[src/rtl/shift_sequencer_pkg.sv]
// Shared types, widths and helpers for the multi-pass shift sequencer.
// The SHIFT_SEQ_RIGHT_EN build option is handled in shift_sequencer.sv.
package shift_sequencer_pkg;

    localparam int DATA_W   = 32;
    localparam int SHAMT_W  = 5;
    localparam int STEP_MAX = 7;
    localparam int STEP_W   = 3;
    localparam int SEL_W    = 5;
    localparam int PASS_W   = 3;

    typedef enum logic [1:0] {
        ST_IDLE  = 2'd0,
        ST_SHIFT = 2'd1,
        ST_DONE  = 2'd2
    } state_t;

    function automatic logic [DATA_W-1:0] bit_reverse(input logic [DATA_W-1:0] d);
        logic [DATA_W-1:0] r;
        r = '0;
        for (int i = 0; i < DATA_W; i++) begin
            r[i] = d[DATA_W-1-i];
        end
        return r;
    endfunction

    // Largest amount a single sll pass may take out of the remaining shift.
    function automatic logic [STEP_W-1:0] step_of(input logic [SHAMT_W-1:0] rem);
        if (rem > SHAMT_W'(STEP_MAX)) begin
            return STEP_W'(STEP_MAX);
        end
        return rem[STEP_W-1:0];
    endfunction

endpackage

[src/rtl/shift_sequencer_sll.sv]
// Combinational 32-bit logical-left barrel stage; zeros fill vacated LSBs.
// Built as log2 stages so each select bit drives one mux rank.
module shift_sequencer_sll
    import shift_sequencer_pkg::*;
(
    input  logic [DATA_W-1:0] sll_in,
    input  logic [SEL_W-1:0]  select,
    output logic [DATA_W-1:0] sll_out
);

    logic [DATA_W-1:0] s0;
    logic [DATA_W-1:0] s1;
    logic [DATA_W-1:0] s2;
    logic [DATA_W-1:0] s3;

    assign s0      = select[0] ? {sll_in[DATA_W-2:0], 1'b0}  : sll_in;
    assign s1      = select[1] ? {s0[DATA_W-3:0], 2'b00}     : s0;
    assign s2      = select[2] ? {s1[DATA_W-5:0], 4'h0}      : s1;
    assign s3      = select[3] ? {s2[DATA_W-9:0], 8'h00}     : s2;
    assign sll_out = select[4] ? {s3[DATA_W-17:0], 16'h0000} : s3;

endmodule

[src/rtl/shift_sequencer.sv]
// Multi-pass shift controller that reuses one 0-7 bit sll stage per cycle.
// Define SHIFT_SEQ_RIGHT_EN to add in_dir and logical right shifts via bit reversal.
module shift_sequencer
    import shift_sequencer_pkg::*;
(
    input  logic               clk,
    input  logic               rst,
    input  logic               in_valid,
    output logic               in_ready,
    input  logic [DATA_W-1:0]  in_data,
    input  logic [SHAMT_W-1:0] in_shamt,
`ifdef SHIFT_SEQ_RIGHT_EN
    input  logic               in_dir,
`endif
    output logic               out_valid,
    input  logic               out_ready,
    output logic [DATA_W-1:0]  out_data,
    output logic               busy,
    output logic [PASS_W-1:0]  passes,
    output logic [1:0]         dbg_state
);

    // Handshakes: a transfer happens on a rising edge where valid and ready are
    // both high. in_ready is high only in IDLE, out_valid only in DONE; once
    // out_valid rises, out_data holds until out_ready takes it.

    state_t             state;
    logic [DATA_W-1:0]  acc;
    logic [SHAMT_W-1:0] rem;
    logic [STEP_W-1:0]  step;
    logic [DATA_W-1:0]  sll_next;
    logic               accept;
    logic [DATA_W-1:0]  load_value;

    assign step   = step_of(rem);
    assign accept = in_valid && in_ready;

    shift_sequencer_sll u_sll (
        .sll_in  (acc),
        .select  ({2'b00, step}),
        .sll_out (sll_next)
    );

`ifdef SHIFT_SEQ_RIGHT_EN
    logic dir;

    // Right shifts run through the same left stage on a mirrored operand.
    assign load_value = in_dir ? bit_reverse(in_data) : in_data;
    assign out_data   = dir ? bit_reverse(acc) : acc;

    always_ff @(posedge clk) begin
        if (rst) begin
            dir <= 1'b0;
        end else if (state == ST_IDLE && accept) begin
            dir <= in_dir;
        end
    end
`else
    assign load_value = in_data;
    assign out_data   = acc;
`endif

    always_ff @(posedge clk) begin
        if (rst) begin
            state     <= ST_IDLE;
            acc       <= '0;
            rem       <= '0;
            passes    <= '0;
            out_valid <= 1'b0;
            in_ready  <= 1'b1;
            busy      <= 1'b0;
        end else begin
            case (state)
                ST_IDLE: begin
                    if (accept) begin
                        acc      <= load_value;
                        rem      <= in_shamt;
                        passes   <= '0;
                        in_ready <= 1'b0;
                        busy     <= 1'b1;
                        if (in_shamt == '0) begin
                            state     <= ST_DONE;
                            out_valid <= 1'b1;
                        end else begin
                            state <= ST_SHIFT;
                        end
                    end
                end
                ST_SHIFT: begin
                    acc    <= sll_next;
                    rem    <= rem - SHAMT_W'(step);
                    passes <= passes + PASS_W'(1);
                    if (rem <= SHAMT_W'(STEP_MAX)) begin
                        state     <= ST_DONE;
                        out_valid <= 1'b1;
                    end
                end
                ST_DONE: begin
                    if (out_ready) begin
                        state     <= ST_IDLE;
                        out_valid <= 1'b0;
                        in_ready  <= 1'b1;
                        busy      <= 1'b0;
                    end
                end
                default: begin
                    state     <= ST_IDLE;
                    out_valid <= 1'b0;
                    in_ready  <= 1'b1;
                    busy      <= 1'b0;
                end
            endcase
        end
    end

    assign dbg_state = state;

endmodule
[config.mk]
export PLATFORM = sky130hd
export DESIGN_NAME = shift_sequencer
export DESIGN_NICKNAME = d
export VERILOG_FILES = /design/src/rtl/shift_sequencer_pkg.sv /design/src/rtl/shift_sequencer_sll.sv /design/src/rtl/shift_sequencer.sv
export SDC_FILE = /design/constraint.sdc
export NUM_CORES = 1
export LEC_CHECK = 0
export CAP_MARGIN = 5
export CORE_ASPECT_RATIO = 0.8
export CORE_MARGIN = 2
export CORE_UTILIZATION = 56
export DETAILED_ROUTE_END_ITERATION = 16
export HOLD_SLACK_MARGIN = 0.05
export PLACE_DENSITY = 0.87
export SYNTH_ARGS = -nofsm -noshare
export SYNTH_HDL_FRONTEND = slang
export SYNTH_HIERARCHICAL = 1
export SYNTH_SLANG_ARGS = --single-unit
[constraint.sdc]
create_clock -name clk -period 6.65 [get_ports clk]
set_input_delay 0.665 -clock clk [delete_from_list [all_inputs] [get_ports clk]]
set_output_delay 0.665 -clock clk [all_outputs]
set_load 0.005 [all_outputs]
; Word-level counts from Yosys, hierarchy flattened
; Cells that the tools add are included.
[word_totals]
register_bits = 45
latch_bits = 0
ramBits = 0
romBits = 0
out_inout_bits = 40
memories = 0
[classes]
n_addsub = 2
n_mul = 0
n_div = 0
magnitude_cmp = 2
n_eq_ne = 7
n_shift = 0
muxes = 27
bitwise_logic = 1
n_reduce_logical = 9
[ops]
columns = op, n
row1 = two-way mux 32 bit, 4
row2 = case mux 32 bit (2 select lines), 1
row3 = case mux 5 bit (2 select lines), 1
row4 = two-way mux 3 bit, 3
row5 = case mux 1 bit (3 select lines), 3
row6 = AND reduction 3 bit, 3
row7 = two-way mux 1 bit, 8
row8 = two-way mux 2 bit, 4
row9 = inequality test 2 bit (second input constant), 4
row10 = case mux 2 bit (3 select lines), 1
row11 = case mux 3 bit (2 select lines), 1
row12 = > comparator 5 x 3 -> 1 bit (second input constant), 1
row13 = less-or-equal comparator 5 x 3 -> 1 bit (second input constant), 1
row14 = zero test 5 bit, 1
row15 = two-way mux 5 bit, 1
row16 = subtractor 5 x 3 -> 5 bit, 1
row17 = inequality test 4 bit (second input constant), 1
row18 = AND reduction 4 bit, 1
row19 = adder 3 x 1 -> 3 bit (second input constant), 1
row20 = == test 2 x 1 -> 1 bit (second input constant), 1
row21 = == test 2 bit (second input constant), 1
row22 = zero test 2 bit, 1
row23 = AND reduction 2 bit, 1
row24 = nonzero test 2 bit, 1
row25 = other kinds (2), 2

; Depth between registers and ports, before layout
; Gate-level depths: netlist of run 1.
[depth]
word_depth = 7
mapped_depth = 11

; Hierarchy
; The synthesis of run 1 kept the hierarchy.
[by_module_without_submodules]
columns = mod, n_inst, cells_per_inst, area_per_inst_um2, seq_area_each_um2
row1 = shift_sequencer, 1, 266, 2050.7, 900.9
row2 = shift_sequencer_sll, 1, 183, 1774.2, 0.0

; Worst setup path after synthesis of run 1
; No wires, ideal clock.
[synth_path]
kind = register -> register
start = register rem[3]
end = register acc[26] (netlist: out_data[26])
setup_ns = 0.142
t_arrival_ns = 2.251
required_time_ns = 6.508
setup_slack_ns = 4.257
path_stages_with_launch = 10
path_buffers = 3
cell_sequence = dfxtp_1 > clkbuf_1 > or3_1 > buf_6 > buf_4 > mux4_2 > a221o_1 > a221o_1 > nand2_1 > a311oi_1
[synth_between]
elab_chain_len = 7
[synth_rtl]
columns = element, line_no
row1 = from (decl), shift_sequencer.sv:29  ; logic [SHAMT_W-1:0] rem;
row2 = from (signal assigned), shift_sequencer.sv:77  ; rem <= in_shamt;
row3 = from (signal assigned), shift_sequencer.sv:91  ; rem <= rem - SHAMT_W'(step);
row4 = > comparator 5 x 3 -> 1 bit, shift_sequencer_pkg.sv:29  ; if (rem > SHAMT_W'(STEP_MAX)) begin
row5 = two-way mux 1 bit, shift_sequencer_pkg.sv:29
row6 = two-way mux 3 bit, shift_sequencer_pkg.sv:32  ; return rem[STEP_W-1:0];
row7 = via step[0], shift_sequencer.sv:30  ; logic [STEP_W-1:0] step;
row8 = two-way mux 32 bit, shift_sequencer_sll.sv:16  ; assign s0 = select[0] ? {sll_in[DATA_W-2:0], 1'b0} : sll_in;
row9 = two-way mux 32 bit, shift_sequencer_sll.sv:17  ; assign s1 = select[1] ? {s0[DATA_W-3:0], 2'b00} : s0;
row10 = two-way mux 32 bit, shift_sequencer_sll.sv:18  ; assign s2 = select[2] ? {s1[DATA_W-5:0], 4'h0} : s1;
row11 = via sll_next[26], shift_sequencer.sv:31  ; logic [DATA_W-1:0] sll_next;
row12 = case mux 32 bit (2 select lines), shift_sequencer.sv:73  ; case (state)
row13 = to (signal assigned), shift_sequencer.sv:76  ; acc <= load_value;
row14 = to (signal assigned), shift_sequencer.sv:90  ; acc <= sll_next;
row15 = to (decl), shift_sequencer.sv:28  ; logic [DATA_W-1:0] acc;
; The timed path passes the listed nets, and every way through them passes these cells. The select of a mux whose other input is x is not followed.
; A chain may end at the register's enable or synchronous reset.

; Worst setup path in the final report of run 1
[layout_path]
start = register rem[3]
end = register acc[20] (netlist: out_data[20])
[layout_between]
word_cells_on_any_way = 7
cone_classes = order compare (1) / mux (6)
[layout_rtl]
columns = element, line_no
row1 = > comparator 5 x 3 -> 1 bit, shift_sequencer_pkg.sv:29
row2 = two-way mux 1 bit, shift_sequencer_pkg.sv:29
row3 = two-way mux 3 bit, shift_sequencer_pkg.sv:32
row4 = via step[2], shift_sequencer.sv:30
row5 = two-way mux 32 bit, shift_sequencer_sll.sv:18
row6 = via sll_next[20], shift_sequencer.sv:31
row7 = case mux 32 bit (2 select lines), shift_sequencer.sv:73
; The timed path passes the listed nets, and every way through them passes these cells. The select of a mux whose other input is x is not followed.

==> results of run 1 <==
## state kept, by name, indices dropped and copies added, names as in the netlist
name       count
rem            5
in_ready       1
busy           1
passes         3
out_data      32
dbg_state      2
out_valid      1
## worst max path at each step
stage | to | startpoint | cells past startpoint
4_1_cts | out_data[15] | rem[3] | 7
3_3_place_gp | out_data[16] | rem[3] | 7
2_1_floorplan | out_data[26] | rem[3] | 9
3_5_place_dp | out_data[15] | rem[3] | 7
5_1_grt | out_data[20] | rem[3] | 7
6_report | out_data[20] | rem[3] | 7
## through the flow
stage	total power [µW]	cells	setup slack (ps)	util [%]
floorplan	925	453	4260	-
global placement	1100	576	3600	69.6
detailed placement	1110	576	3580	69.6
CTS	1330	584	3540	71.3
global route	1430	584	3250	71.3
finish	1360	584	3500	71.3
## placed cells by master, fill, tap and decap left out, drive strengths merged, types with 6 or more instances in the layout
cell           count
nand2             89
clkdlybuf4s50     80
nor2              61
dfxtp             45
a311oi            34
mux4              33
a21oi             15
mux2              15
o21ai             12
a211oi             9
a22oi              9
mux2i              9
a31oi              6
clkbuf             6
## cells by family after synthesis
family / Yosys count / synth area share [%]
and+or+nand+nor: 186 / 20.7
AOI/OAI and AO/OA: 106 / 20.3
muxes: 57 / 27.1
buffers and inverters: 51 / 7.33
DFF: 45 / 23.6
adders and majority gates: 2 / 0.654
other: 1 / 0.0980
xor gates and xnor gates: 1 / 0.229
## synthesized netlist by cell type (all sizes together) (6+ instances only)
library cell	number
a211oi	9
a21oi	15
a22oi	9
a311oi	34
a31oi	6
buf	28
clkbuf	17
dfxtp	45
mux2	15
mux2i	9
mux4	33
nand2	89
nor2	61
o21ai	12
## final cells by class
type                            count  share of cell area [%]
Clock buffer                        6                    1.56
Clock inverter                      2                   0.836
Inverter                            6                   0.486
Multi-Input combinational cell    357                    57.5
Sequential cell                    45                    19.4
Tap cell                           84                    2.27
Timing Repair Buffer               84                    17.9
## power by group through the flow
stage	clock network [µW]	registers, µW	logic, µW
3_5_place_dp	0	393	721
3_3_place_gp	0	389	708
6_report	216	390	752
4_1_cts	218	387	726
5_1_grt	226	398	805
2_1_floorplan	0	364	560
## metal layers
layer	global-route usage (%)	vias to the layer above	routed length, µm
li1	-	1796	-
met1	48.4	1886	4820
met2	46.3	258	5170
met3	7.48	28	1390
met4	9.44	0	248
met5	0	-	0
==> impl_metrics.env, run 1 <==
export IMPL_status="finished clean"
export IMPL_post_dp_hpwl_um=8240
export IMPL_drv_cap=0
export IMPL_wl_per_cell_um=19.9
export IMPL_setup_viol=0
export IMPL_holdBufCountCts=0
export IMPL_hold_violations=0
export IMPL_power_frac_seq_pct=28.7
export IMPL_drt_pass1_iterations=5
export IMPL_intPower_uw=792
export IMPL_nets=542
export IMPL_grt_pass1_vias=3646
export IMPL_clock_power_share_pct=15.9
export IMPL_row_count=26
export IMPL_synth_distinct_cells=54
export IMPL_yosys_top_cells_area="dfxtp_1, mux4_2, nand2_1"
export IMPL_grt_max_degree=72
export IMPL_drt_first_iter_violations=576
export IMPL_fin_hold_ws_ps=504
export IMPL_leakage_uw=0.00170
export IMPL_rsz0062_at_grt="false"
export IMPL_multi_input_area_um2=2670
export IMPL_clock_sinks=45
export IMPL_gp_congestion=0.999
export IMPL_startpoint_type="flip-flop"
export IMPL_cts_tree="built"
export IMPL_io_pins=81
export IMPL_crit_path_top_delay_cell="clkinv_1"
export IMPL_insertion_delay_ps=310
export IMPL_pwr_share_comb_pct=55.3
export IMPL_die_height_um=77.9
export IMPL_wirelength_um=11600
export IMPL_yosys_area_top_type_share_pct=23.6
export IMPL_fillCellCount=543
export IMPL_final_setup_tns_ps=0
export IMPL_numCtsBuffers=5
export IMPL_initial_core_util_pct=58.8
export IMPL_drc=0
export IMPL_period_needed_ps=3150
export IMPL_fin_area_um2=4640
export IMPL_reg2reg_slack_ps=3500
export IMPL_grt_pass1_wl_um=18900
export IMPL_rr_endpoint="out_data[20]"
export IMPL_synth_ff_type="dfxtp_1"
export IMPL_die_w_um=96.4
export IMPL_grt_use_total_pct=32.3
export IMPL_ff2ff_path_depth=7
export IMPL_min_to="passes[0]"
export IMPL_dieArea_um2=7510
export IMPL_area_growth_syn_to_layout_pct=21.3
export IMPL_dpl_instance_area_um2=4530
export IMPL_cp_cell_sequence="or3_1 > clkinv_1 > mux2i_1 > mux2_2 > o21ai_0 > nand2_1 > a311oi_1"
export IMPL_io_buffers=80
export IMPL_final_seq_area_um2=901
export IMPL_h_tree_depth=2
export IMPL_synth_area_per_cell_um2=8.52
export IMPL_fin_skew_ps=11.3
export IMPL_final_period_utilization_pct=47.3
export IMPL_cts_setup_buffers=0
export IMPL_maxSlewViolCount=0
export IMPL_ys_ff_latch=45
export IMPL_yosysWarnings=6
export IMPL_vdd_drop_max_mv=0.185
export IMPL_crit_family="buffers and inverters"
export IMPL_hold_depth=1
export IMPL_grt_ovfl_total=0
export IMPL_netlist_instances=449
export IMPL_crit_required_ps=6860
export IMPL_slew_headroom_pct=32.1
export IMPL_antennaDiodeCount=0
export IMPL_synth_edf_count=0
export IMPL_placeableCoreArea_um2=6510
export IMPL_r2r_start="rem[3]"
export IMPL_max_stage_delay_ps=780
export IMPL_ant_nets=0
export IMPL_critPathBufInv=1
export IMPL_hold_path_class="flip-flop to flip-flop"
export IMPL_crit_arrival_ps=3350
export IMPL_yosysTopAreaCell="dfxtp_1"
export IMPL_root_buffer="clkbuf_8"
export IMPL_cts_buffer_depth=2
export IMPL_worst_pin_slew_ps=1020
export IMPL_p_sw_uw=567
export IMPL_via_per_inst=6.79
export IMPL_vias=3968
export IMPL_holdCritStartpoint="passes[0]"
export IMPL_max_freq_mhz=318
export IMPL_cts_resized_gates=0
export IMPL_cp_end_kind="flip-flop"
export IMPL_p_sw_share_pct=41.7
export IMPL_antenna_found_initial=0
export IMPL_drive_gt1_share_pct=11.2
export IMPL_power_density_nw_per_um2=293
export IMPL_path_clk_slew_ps=100
export IMPL_critPathMaxFanout=25
export IMPL_syn_area_um2=3820
export IMPL_synth_seq_area_share_pct=23.6
export IMPL_async_reset_ff_share_pct=0
export IMPL_crit_type="flip-flop to flip-flop"
Note: power is estimated with default switching activity, not from simulation.
==> run 2: changes to the inputs <==
- CORE_UTILIZATION: 56 -> 52
- PLACE_DENSITY: 0.87 -> 0.81
- clock period: 6.65 -> 3.1 ns (I/O delays scaled with it)
==> run 2 against run 1 <==
Net effect: first-iteration DRC count fell by 11%; non-clock buffer count rose by 7; sequential share of layout area is 0.32 points lower; design area up 1.7%; fmax grew 15%; global-route usage decreased by 1.0 points; final cell count is 1.7% higher; setup slack lost 3100 ps.
==> impl_metrics.env, run 2 (synthesis gave the netlist of run 1 again) <==
export IMPL_status="finished clean"
export IMPL_antennaDiodeCount=0
export IMPL_cp_cell_sequence="or3_4 > mux4_1 > mux2_2 > o21ai_0 > o21ai_0 > nand2_1 > a311oi_1"
export IMPL_startpoint_type="flip-flop"
export IMPL_hold_path_class="flip-flop to flip-flop"
export IMPL_io_buffers=80
export IMPL_max_stage_delay_ps=640
export IMPL_nets=549
export IMPL_initial_core_util_pct=54.7
export IMPL_h_tree_depth=2
export IMPL_crit_arrival_ps=2900
export IMPL_power_uw=3000
export IMPL_wirelength_um=12300
export IMPL_critPathBufInv=0
export IMPL_insertion_delay_ps=310
export IMPL_slew_headroom_pct=52.1
export IMPL_cp_end_kind="flip-flop"
export IMPL_grt_pass1_vias=3616
export IMPL_cpMostUsedCell="o21ai_0"
export IMPL_maxSlewViolCount=0
export IMPL_finalNonFillerCells=594
export IMPL_drive_gt1_share_pct=12.6
export IMPL_crit_path_top_delay_cell="mux4_1"
export IMPL_io_pins=81
export IMPL_die_w_um=99.9
export IMPL_numCtsBuffers=5
export IMPL_wl_per_cell_um=20.7
export IMPL_power_density_nw_per_um2=637
export IMPL_final_setup_tns_ps=0
export IMPL_drv_cap=0
export IMPL_area_growth_syn_to_layout_pct=23.3
export IMPL_via_per_inst=6.68
export IMPL_row_count=27
export IMPL_final_common_cell="nand2_1"
export IMPL_root_buffer="clkbuf_8"
export IMPL_cts_buffer_depth=2
export IMPL_gp_congestion=0.977
export IMPL_dpl_instance_area_um2=4600
export IMPL_ant_nets=0
export IMPL_clock_sinks=45
export IMPL_vias=3968
export IMPL_antenna_found_initial=0
export IMPL_hold_violations=0
export IMPL_final_period_utilization_pct=88.4
export IMPL_vdd_drop_max_mv=0.309
export IMPL_period_needed_ps=2740
export IMPL_drt_first_iter_violations=513
export IMPL_drt_pass1_iterations=5
export IMPL_post_dp_hpwl_um=8860
export IMPL_post_place_cells=586
export IMPL_critPathMaxFanout=24
export IMPL_die_height_um=80.7
export IMPL_grt_ovfl_total=0
export IMPL_placeableCoreArea_um2=6990
export IMPL_setup_viol=0
export IMPL_final_cell_mix="nand2_1, clkdlybuf4s50_1, nor2_1"
export IMPL_final_seq_area_um2=901
export IMPL_crit_family="multiplexers"
export IMPL_multi_input_area_um2=2670
export IMPL_grt_max_degree=43
export IMPL_rsz0062_at_grt="false"
export IMPL_path_clk_slew_ps=100
export IMPL_dieArea_um2=8060
export IMPL_grt_pass1_wl_um=19500
export IMPL_worst_pin_slew_ps=716
export IMPL_fin_area_um2=4720
export IMPL_cts_setup_buffers=0
export IMPL_leakage_uw=0.00174
export IMPL_max_freq_mhz=365
export IMPL_fin_hold_ws_ps=496
export IMPL_crit_required_ps=3260
export IMPL_fin_skew_ps=9.47
export IMPL_holdBufCountCts=0
export IMPL_largest_register_ff_count=32
export IMPL_fillCellCount=583
export IMPL_grt_use_total_pct=31.3
export IMPL_cts_tree="built"
export IMPL_drc=0
export IMPL_crit_type="flip-flop to flip-flop"
==> run 2: cell types whose count changed in the layout (fill, tap and decap cells not counted) <==
cell and delta:
clkinv_4 -1, or3_2 -1, inv_6 +2, buf_12 +1, clkbuf_1 -1, buf_4 +6, or3_4 +1
==> run 2: path summary, 6_finish.rpt <==
check / from / endpoint / slack [ps] / depth (start not counted)
setup reg to reg: rem[3] / out_data[16] / 360 / 7
hold reg to reg: passes[2] / passes[2] / 500 / 2
setup / recovery: rem[3] / out_data[16] / 360 / 7
hold / removal: passes[2] / passes[2] / 500 / 2
==> run 2: layout make-up <==
cell class | count | area share (%)
sequential | 45 | 19.1
tap | 87 | 2.31
timing repair buffer | 91 | 19.0
inverter | 6 | 0.478
multi-input combinational | 357 | 56.6
clock buffer | 5 | 1.46
clock inverter | 3 | 1.01
==> run 2: through the flow <==
step,setup slack (ps),utilization (%)
3_3_place_gp,192,65.7
4_1_cts,182,67.4
5_1_grt,230,67.4
6_report,360,67.4
3_5_place_dp,207,65.7
2_1_floorplan,707,-
==> run 2: report_power, final <==
part	internal [µW]	switching [µW]
combinational	828	846
sequential	671	164
clock	247	247
==> run 2: repair_timing <==
action / in CTS / in global routing
gates resized for setup: 0 / 1
endpoints found under the hold margin: 0 / 0
endpoints found under the setup margin: 0 / 1
==> run 2: routing by layer <==
metal / routed length, µm / vias to the layer above / track usage, %
met3: 1280 / 14 / 5.92
li1: - / 1805 / -
met5: 0 / - / 0
met4: 161 / 0 / 8.36
met1: 5490 / 1903 / 45.8
met2: 5370 / 246 / 47.6
==> run 2: tightest hold or removal path, cell delays in order (launching register included) <==
cell and delay (ps):
dfxtp_1 340, nand2_1 60, a21oi_1 60
==> run 3: changes to the inputs <==
- CORE_UTILIZATION: 52 -> 56
- CTS_CLUSTER_DIAMETER: default -> 60
- PLACE_DENSITY: 0.81 -> 0.87
- clock period: 3.1 -> 3.3 ns (I/O delays scaled with it)
==> run 3 against run 2 <==
Net effect: setup slack improved by 170 ps; critical endpoint is now out_data[26]; clock power down 22%; first-iteration DRC count fell by 0.78%; sequential power shrank 5.3%; fmax decreased by 1.2%; clock skew fell by 1.5 ps; wire length increased by 1.4%; core utilization rose by 4.7 points.
==> impl_metrics.env, run 3 (synthesis gave the netlist of run 1 again) <==
export IMPL_min_to="rem[0]"
export IMPL_clock_power_share_pct=14.0
export IMPL_area_growth_syn_to_layout_pct=22.8
export IMPL_drv_cap=0
export IMPL_hold_path_class="flip-flop to flip-flop"
export IMPL_worst_pin_slew_ps=687
export IMPL_io_pins=81
export IMPL_nets=550
export IMPL_h_tree_depth=2
export IMPL_root_buffer="clkbuf_8"
export IMPL_path_clk_slew_ps=90
export IMPL_grt_ovfl_total=0
export IMPL_cts_setup_buffers=0
export IMPL_drc=0
export IMPL_rsz0062_at_grt="false"
export IMPL_grt_max_degree=48
export IMPL_wirelength_um=12500
export IMPL_hold_depth=2
export IMPL_gp_congestion=1.00
export IMPL_crit_type="flip-flop to flip-flop"
export IMPL_startpoint_type="flip-flop"
export IMPL_pwr_share_comb_pct=57.2
export IMPL_hold_violations=0
export IMPL_cpMostUsedCell="a221o_1"
export IMPL_insertion_delay_ps=310
export IMPL_via_per_inst=6.89
export IMPL_grt_pass1_wl_um=19500
export IMPL_setup_worst_path_start="rem[3]"
export IMPL_slew_headroom_pct=54.0
export IMPL_initial_core_util_pct=58.8
export IMPL_clock_sinks=45
export IMPL_crit_family="simple AND/OR/NAND/NOR gates"
export IMPL_drt_first_iter_violations=509
export IMPL_numCtsBuffers=5
export IMPL_crit_arrival_ps=2950
export IMPL_drive_gt1_share_pct=12.8
export IMPL_critPathMaxFanout=22
export IMPL_cp_end_kind="flip-flop"
export IMPL_fin_hold_ws_ps=493
export IMPL_ff2ff_path_depth=7
export IMPL_status="finished clean"
export IMPL_maxSlewViolCount=0
export IMPL_power_frac_seq_pct=28.8
export IMPL_io_buffers=80
export IMPL_final_setup_tns_ps=0
export IMPL_p_sw_share_pct=42.6
export IMPL_row_count=26
export IMPL_critPathBufInv=1
export IMPL_power_density_nw_per_um2=586
export IMPL_grt_pass1_vias=3751
export IMPL_final_cell_mix="nand2_1, clkdlybuf4s50_1, nor2_1"
export IMPL_max_freq_mhz=361
export IMPL_use_met2_pct=51.9
export IMPL_cts_tree="built"
export IMPL_reg2reg_slack_ps=530
export IMPL_placeableCoreArea_um2=6510
export IMPL_post_dp_hpwl_um=8870
export IMPL_p_sw_uw=1170
export IMPL_vdd_drop_max_mv=0.329
export IMPL_top_usage_layer="met2"
export IMPL_crit_path_top_delay_cell="or3_2"
export IMPL_holdBufCountCts=0
export IMPL_dieArea_um2=7510
export IMPL_r2r_start="rem[3]"
export IMPL_grt_use_total_pct=33.7
export IMPL_drt_pass1_iterations=5
export IMPL_holdCritStartpoint="rem[0]"
export IMPL_final_period_utilization_pct=84.1
export IMPL_ant_nets=0
export IMPL_cp_cell_sequence="or3_2 > buf_12 > mux4_1 > a221o_1 > a221o_1 > nand2_1 > a311oi_1"
export IMPL_setup_viol=0
export IMPL_leakage_uw=0.00174
export IMPL_die_height_um=77.9
export IMPL_grt_util_met1_pct=47.7
export IMPL_antenna_found_initial=0
export IMPL_rr_endpoint="out_data[26]"
export IMPL_vias=4079
export IMPL_largest_register_ff_count=32
export IMPL_period_needed_ps=2770
export IMPL_final_common_cell="nand2_1"
export IMPL_die_w_um=96.4
export IMPL_cts_buffer_depth=2
export IMPL_crit_required_ps=3480
export IMPL_intPower_uw=1580
export IMPL_cts_resized_gates=0
export IMPL_fin_skew_ps=7.97
export IMPL_max_stage_delay_ps=710
export IMPL_wl_per_cell_um=21.1
export IMPL_grt_util_met3_pct=9.13
export IMPL_antennaDiodeCount=0
-- run 3: cell count changes in the layout (fill, tap and decap cells not counted), sizes merged --
cell	before	now
clkinv	1	3
inv	7	5
buf	11	12
bufinv	1	0
clkbuf	5	6
-- run 3: worst min-delay path, cell delays in order (launching register included) --
cell,delay (ps)
dfxtp_1,340
nand2_1,60
a21oi_1,50
-- run 3: cell type report --
cell class	instances	area (µm²)
clock buffers	6	82.6
clock inverters	2	13.8
fillers	505	1810
flip-flops and latches	45	901
inverters	6	22.5
well taps	84	105
repair buffers	92	903
multi-input cells	357	2670
-- run 3: stage by stage --
stage	worst slack, ps	instances	power (µW)	instance area (µm²)	util, %
CTS	560	592	2690	4700	72.2
detailed placement	566	584	2310	4600	70.7
finish	526	592	2750	4700	72.2
global route	374	592	2880	4700	72.2
global placement	634	584	2290	4600	70.7
floorplan	907	453	1860	3840	-
-- run 3: metal layers --
layer | up-vias | wire, µm
met5 | - | 0
met4 | 0 | 254
met3 | 45 | 1550
met2 | 290 | 5490
met1 | 1928 | 5190
li1 | 1816 | -
-- run 3: power by group through the flow --
stage          registers [µW]  clock network [µW]  logic, µW
2_1_floorplan             734                   0       1130
3_3_place_gp              791                   0       1500
3_5_place_dp              795                   0       1520
4_1_cts                   783                 380       1530
5_1_grt                   802                 403       1680
6_report                  792                 385       1580
-- run 3: worst max path at each step --
stage | end | cells after the start
3_5_place_dp | out_data[26] | 7
2_1_floorplan | out_data[26] | 9
3_3_place_gp | out_data[26] | 7
4_1_cts | out_data[26] | 7
6_report | out_data[26] | 7
5_1_grt | out_data[15] | 8
